**src/rtl/sevenseg_decoder.sv**
```systemverilog
// Passive monitor for a multiplexed active-low seven-segment bus; rebuilds the shown digits
// into a nibble word with blank/illegal flags and a stalled-scan indicator. Optional: SEVENSEG_HEX_DECODE_EN.
module sevenseg_decoder #(
  parameter int NUM_DIGITS     = 4,
  parameter int BITS           = 16,
  parameter int SETTLE_CYCLES  = 4,
  parameter int TIMEOUT_CYCLES = 2**22
) (
  input  logic                  clk,
  input  logic                  rst,
  input  logic [NUM_DIGITS-1:0] anode,
  input  logic [6:0]            cathode,
  output logic [BITS-1:0]       decoded,
  output logic [NUM_DIGITS-1:0] blank,
  output logic [NUM_DIGITS-1:0] digit_err,
  output logic                  frame_valid,
  output logic                  frame_changed,
  output logic                  stale
);

  localparam int CW = $clog2(SETTLE_CYCLES + 1);
  localparam int TW = $clog2(TIMEOUT_CYCLES + 1);
  localparam int IW = (NUM_DIGITS > 1) ? $clog2(NUM_DIGITS) : 1;
  localparam logic [CW-1:0] SETTLE_MAX = CW'(SETTLE_CYCLES);
  localparam logic [CW-1:0] SETTLE_M1  = CW'(SETTLE_CYCLES - 1);
  localparam logic [TW-1:0] TO_MAX     = TW'(TIMEOUT_CYCLES);

  // Returns {illegal, blank, nibble} for an active-low {g..a} pattern.
  function automatic logic [5:0] seg_decode(input logic [6:0] pat);
    logic [5:0] r;
    case (pat)
      7'b1000000: r = 6'b00_0000;
      7'b1111001: r = 6'b00_0001;
      7'b0100100: r = 6'b00_0010;
      7'b0110000: r = 6'b00_0011;
      7'b0011001: r = 6'b00_0100;
      7'b0010010: r = 6'b00_0101;
      7'b0000010: r = 6'b00_0110;
      7'b1111000: r = 6'b00_0111;
      7'b0000000: r = 6'b00_1000;
      7'b0010000: r = 6'b00_1001;
`ifdef SEVENSEG_HEX_DECODE_EN
      7'b0001000: r = 6'b00_1010;
      7'b0000011: r = 6'b00_1011;
      7'b1000110: r = 6'b00_1100;
      7'b0100001: r = 6'b00_1101;
      7'b0000110: r = 6'b00_1110;
      7'b0001110: r = 6'b00_1111;
`endif
      7'b1111111: r = 6'b01_0000;
      default:    r = 6'b10_0000;
    endcase
    return r;
  endfunction

  logic [NUM_DIGITS-1:0] s_anode_q;
  logic [6:0]            s_cathode_q;
  logic [CW-1:0]         stab_q, stab_d;
  logic [NUM_DIGITS-1:0] mask_q, mask_d;
  logic [BITS-1:0]       shadow_q, shadow_d;
  logic [NUM_DIGITS-1:0] sh_blank_q, sh_blank_d;
  logic [NUM_DIGITS-1:0] sh_err_q, sh_err_d;
  logic [BITS-1:0]       decoded_q, decoded_d;
  logic [NUM_DIGITS-1:0] blank_q, blank_d;
  logic [NUM_DIGITS-1:0] err_q, err_d;
  logic                  fv_q, fv_d;
  logic                  fc_q, fc_d;
  logic [TW-1:0]         to_q, to_d;
  logic                  stale_q, stale_d;

  logic                  same;
  logic [IW:0]           zeros;
  logic [IW-1:0]         sel_idx;
  logic [NUM_DIGITS-1:0] sel_bit;
  logic                  capture;
  logic                  frame_done;
  logic [5:0]            dec;

  // Locate the single active anode; more than one low bit means the bus is mid-transition.
  always_comb begin
    zeros   = '0;
    sel_idx = '0;
    for (int i = 0; i < NUM_DIGITS; i++) begin
      if (!s_anode_q[i]) begin
        zeros   = zeros + {{IW{1'b0}}, 1'b1};
        sel_idx = i[IW-1:0];
      end
    end
  end

  always_comb begin
    same       = ({anode, cathode} == {s_anode_q, s_cathode_q});
    stab_d     = !same ? '0 : ((stab_q == SETTLE_MAX) ? stab_q : stab_q + 1'b1);
    capture    = same && (stab_q == SETTLE_M1) && (zeros == {{IW{1'b0}}, 1'b1});
    dec        = seg_decode(s_cathode_q);
    sel_bit    = '0;
    sel_bit[sel_idx] = 1'b1;

    shadow_d   = shadow_q;
    sh_blank_d = sh_blank_q;
    sh_err_d   = sh_err_q;
    mask_d     = mask_q;
    frame_done = 1'b0;
    if (capture) begin
      shadow_d[sel_idx*4 +: 4] = dec[3:0];
      sh_blank_d[sel_idx]      = dec[4];
      sh_err_d[sel_idx]        = dec[5];
      mask_d                   = mask_q | sel_bit;
      frame_done               = &mask_d;
      if (frame_done) mask_d = '0;
    end

    decoded_d = decoded_q;
    blank_d   = blank_q;
    err_d     = err_q;
    fv_d      = frame_done;
    fc_d      = 1'b0;
    if (frame_done) begin
      decoded_d = shadow_d;
      blank_d   = sh_blank_d;
      err_d     = sh_err_d;
      fc_d      = (shadow_d != decoded_q);
    end

    // Timeout keeps counting across partial frames; only a completed frame restarts it.
    to_d    = frame_done ? '0 : ((to_q == TO_MAX) ? to_q : to_q + 1'b1);
    stale_d = !frame_done && (to_d == TO_MAX);
  end

  always_ff @(posedge clk or posedge rst) begin
    if (rst) begin
      s_anode_q   <= '0;
      s_cathode_q <= '0;
      stab_q      <= '0;
      mask_q      <= '0;
      shadow_q    <= '0;
      sh_blank_q  <= '0;
      sh_err_q    <= '0;
      decoded_q   <= '0;
      blank_q     <= '0;
      err_q       <= '0;
      fv_q        <= 1'b0;
      fc_q        <= 1'b0;
      to_q        <= '0;
      stale_q     <= 1'b0;
    end else begin
      s_anode_q   <= anode;
      s_cathode_q <= cathode;
      stab_q      <= stab_d;
      mask_q      <= mask_d;
      shadow_q    <= shadow_d;
      sh_blank_q  <= sh_blank_d;
      sh_err_q    <= sh_err_d;
      decoded_q   <= decoded_d;
      blank_q     <= blank_d;
      err_q       <= err_d;
      fv_q        <= fv_d;
      fc_q        <= fc_d;
      to_q        <= to_d;
      stale_q     <= stale_d;
    end
  end

  assign decoded       = decoded_q;
  assign blank         = blank_q;
  assign digit_err     = err_q;
  assign frame_valid   = fv_q;
  assign frame_changed = fc_q;
  assign stale         = stale_q;

endmodule
```
**config.mk**
```make
export PLATFORM = sky130hd
export DESIGN_NAME = sevenseg_decoder
export DESIGN_NICKNAME = d
export VERILOG_FILES = /design/src/rtl/sevenseg_decoder.sv
export SDC_FILE = /design/constraint.sdc
export NUM_CORES = 1
export LEC_CHECK = 0
export ABC_AREA = 1
export BUFFER_PORTS_ARGS = -buffer_cell sky130_fd_sc_hd__buf_2
export CORE_MARGIN = 4
export CORE_UTILIZATION = 42
export CTS_CLUSTER_DIAMETER = 200
export DETAILED_ROUTE_END_ITERATION = 8
export PLACE_DENSITY = 0.61
export RECOVER_POWER = 25
export SLEW_MARGIN = 15
export SYNTH_ARGS = -nofsm -noshare
export SYNTH_HDL_FRONTEND = slang
export SYNTH_SLANG_ARGS = --single-unit
export TNS_END_PERCENT = 50
```
**constraint.sdc**
```tcl
create_clock -name clk -period 4.2 [get_ports clk]
set_input_delay 0.84 -clock clk [delete_from_list [all_inputs] [get_ports clk]]
set_output_delay 0.84 -clock clk [all_outputs]
set_load 0.05 [all_outputs]
```
==> impl_metrics.toml <==
[timing]
fmax_ghz = 0.3022
final.setup_skew_ps = 11.76
finalCriticalPeriod_ps = 3309
hold_viol = 0
rsz0062_at_grt = "no"
fin_setup_tns_ps = 0
worst_slew_pin_slew_ps = 2157
slew_viol_final = 48
finalSetupViolCount = 0
min_period_over_period_pct = 78.79
max_slew_margin_pct = -44.57
layout_setup_ws_ps = 891.0

[clock_network]
hold_buffers = 0
clk_latency_ps = 350
ctsResizeCount = 0
cts_tree = "done"
clk_root_buffer_cell = "clkbuf_16"
cts_buffers = 9
cts_setup_buffers = 0
clk_pin_slew_ps = 70
clockBufferDepth = 2
clock_sinks = 92
cts-htree-levels = 3

[setup_path]
crit_path_end_kind = "flip-flop"
start_kind = "flip-flop"
slowest_stage = "dfrtp_1"
cp_data_arrival_time_ps = 3530
cp_cell_sequence = "inv_1 > ha_1 > inv_1 > nand2_1 > nand2_1 > inv_1 > ha_1 > or2_0 > nand2_1 > nand2_2 > nor2_8 > nand3_1 > nand2_1 > nand3_1 > nand2_1 > nand2_1 > nor2_1 > nand2_1 > nor2_1 > nor2_1"
cp_slowest_stage_delay_ps = 440
critical_path_buf_inv_count = 3
crit_type = "reg -> reg"
critical-path-top-delay-family = "simple AND/OR/NAND/NOR gates"
r2r_slack_ps = 890
crit_top_cell = "nand2_1"
cp_max_fo = 24
required_ps = 4430

[final_layout]
ff_latch_area_sq_mm = 0.002302
final_cell_area_sq_mm = 0.005704
multi_input_area_sq_mm = 0.002191
n_antenna_cell = 0
fill_cells = 1199
final_common_cell = "nand2_1"
synthToLayoutAreaGrowth_pct = 11.36
final_cells = 870
most-common-layout-cells = "nand2_1, inv_1, dfrtp_1"
nets = 739
drive_gt1_share_pct = 9.405

[route]
wl_per_cell_um = 12.93
wl_mm = 11.25
drt-initial-drc-count = 195
vias_per_cell = 4.851
vias = 4220
drc = 0
ant_nets = 0
firstDrtPassIters = 7

[global_routing]
busiest_layer = "met2"
met3_usage_pct = 3.971
grt_usage_pct = 17.15
grt_pass1_vias = 4224
overflow = 0
grt_max_degree = 48
grtUsageMet1_pct = 21.92
grt_pass1_wl_mm = 19.74
antenna_found_initial = 0
met2_usage_pct = 29.05

[synth]
ys_warn_count = 0
syn-num-nets = 701
synth.avg_cell_area_sq_um = 7.533
syn-instance-count = 680
synth_seq_area_share_pct = 44.94
ys_ff_latch = 92
ys_types = 38
syn_area_sq_mm = 0.005122

[placed_design]
gp_congestion = 0.8667
dp_slack_ps = 906.1
hpwl_mm = 8.279
place_area_sq_mm = 0.005419
port_buffers = 39
dpl.cell_count = 854

[pwr]
switching_share_pct = 23.66
power_density_mw_per_mm2 = 316.0
combPwrFrac_pct = 4.1
pwr-share-seq_pct = 49.9
p_leak_nw = 3.170
p_int_w = 0.001376
p_clk_share_pct = 46.0
ir_drop_mv = 0.2009
p_sw_w = 0.0004265

[die]
row_count = 40
die_h_um = 118.4
fp.dieArea_sq_mm = 0.01403
die_x_um = 118.4
initial_core_util_pct = 42.82
core_sq_mm = 0.01196
ioPinCount = 40

[outcome]
status = "finished with violations"
failed_checks = "max-capacitance violations, max-slew violations"

[run]
drv_cap = 1

[worst_hold_path]
hold_path.class = "reg -> reg"
## kinds of logic (layout without fill, tap and decap cells)
group | count (synthesis) | count (layout) | share of synthesized area (%)
and+or+nand+nor | 359 | 359 | 32.34
buffers and inverters | 153 | 196 | 12.29
DFF | 92 | 92 | 44.94
AOI/OAI and AO/OA | 46 | 46 | 4.714
xor gates and xnor gates | 22 | 22 | 3.762
adders and majority gates | 8 | 8 | 1.954
## through the flow
stage / total power, W / utilization (%) / hold slack (ps)
3_5_place_dp: 0.0009943 / 45.30 / 468.6
6_report: 0.001802 / 47.69 / 481.3
3_3_place_gp: 0.0009920 / 45.30 / 462.6
5_1_grt: 0.001887 / 47.69 / 517.8
2_1_floorplan: 0.0009700 / - / 458.7
4_1_cts: 0.001832 / 47.80 / 485.8
## power groups by stage
stage	Sequential, W	Combinational, W	Clock, W
6_report	0.000900	0.0000743	0.000828
5_1_grt	0.000901	0.0000862	0.000900
4_1_cts	0.000900	0.0000783	0.000855
3_5_place_dp	0.000917	0.0000777	0
3_3_place_gp	0.000916	0.0000756	0
2_1_floorplan	0.000912	0.0000576	0
## cell usage after synthesis (all sizes together)
cell | instances | area [sq um]
a21oi | 4 | 20.02
nor2 | 53 | 244.0
nor3 | 14 | 91.34
and2 | 1 | 6.260
nand3b | 4 | 30.03
o21a | 3 | 22.52
nand4 | 29 | 187.7
ha | 8 | 100.1
or2 | 5 | 31.29
clkbuf | 2 | 7.510
nand3 | 55 | 310.3
nor4 | 3 | 18.77
buf | 13 | 98.84
inv | 138 | 523.0
o22ai | 1 | 6.260
o31ai | 1 | 7.510
dfrtp | 92 | 2302
xnor2 | 2 | 17.52
o21ai | 37 | 185.2
xor2 | 20 | 175.2
nand2 | 195 | 737.0
## routing by layer
metal / wire [um] / vias to the layer above / part of all wire [%]
met3: 311 / 16 / 2.8
met2: 5537 / 46 / 49
met4: 169 / 0 / 1.5
li1: - / 2176 / -
met5: 0 / - / 0
met1: 5229 / 1982 / 46
## final timing paths
| check | from | endpoint | depth (start not counted) |
|---|---|---|---|
| max | s_anode_q[1] | frame_changed | 20 |
| min | digit_err[1] | digit_err[1] | 2 |
| max reg2reg | s_anode_q[1] | frame_changed | 20 |
| min reg2reg | digit_err[1] | digit_err[1] | 2 |
| max in group asynchronous | rst | s_anode_q[1] | 3 |
| min in group asynchronous | rst | to_q[4] | 2 |
## registers in the layout, indices dropped and copies added (netlist names), 7 cells and up
signal	flops
decoded	16
s_cathode_q	7
shadow_q	16
to_q	23
## worst reg2reg max path: stages (launching register included)
cell     delay, ps
dfrtp_1        440
inv_1           80
ha_1           330
inv_1           70
nand2_1         60
nand2_1         90
inv_1           40
ha_1           270
or2_0          190
nand2_1         80
nand2_2         90
nor2_8         350
nand3_1        310
nand2_1        180
nand3_1         90
nand2_1         80
nand2_1         50
nor2_1         160
nand2_1         80
nor2_1         100
nor2_1          40
## final cells by class
class                      count  share of cell area (%)
timing repair buffer          42                   3.575
tap                          147                   3.224
multi-input combinational    435                   38.41
sequential                    92                   40.36
inverter                     138                   9.191
clock inverter                 7                   1.294
clock buffer                   9                   3.948
(Power assumes the default switching activity.)
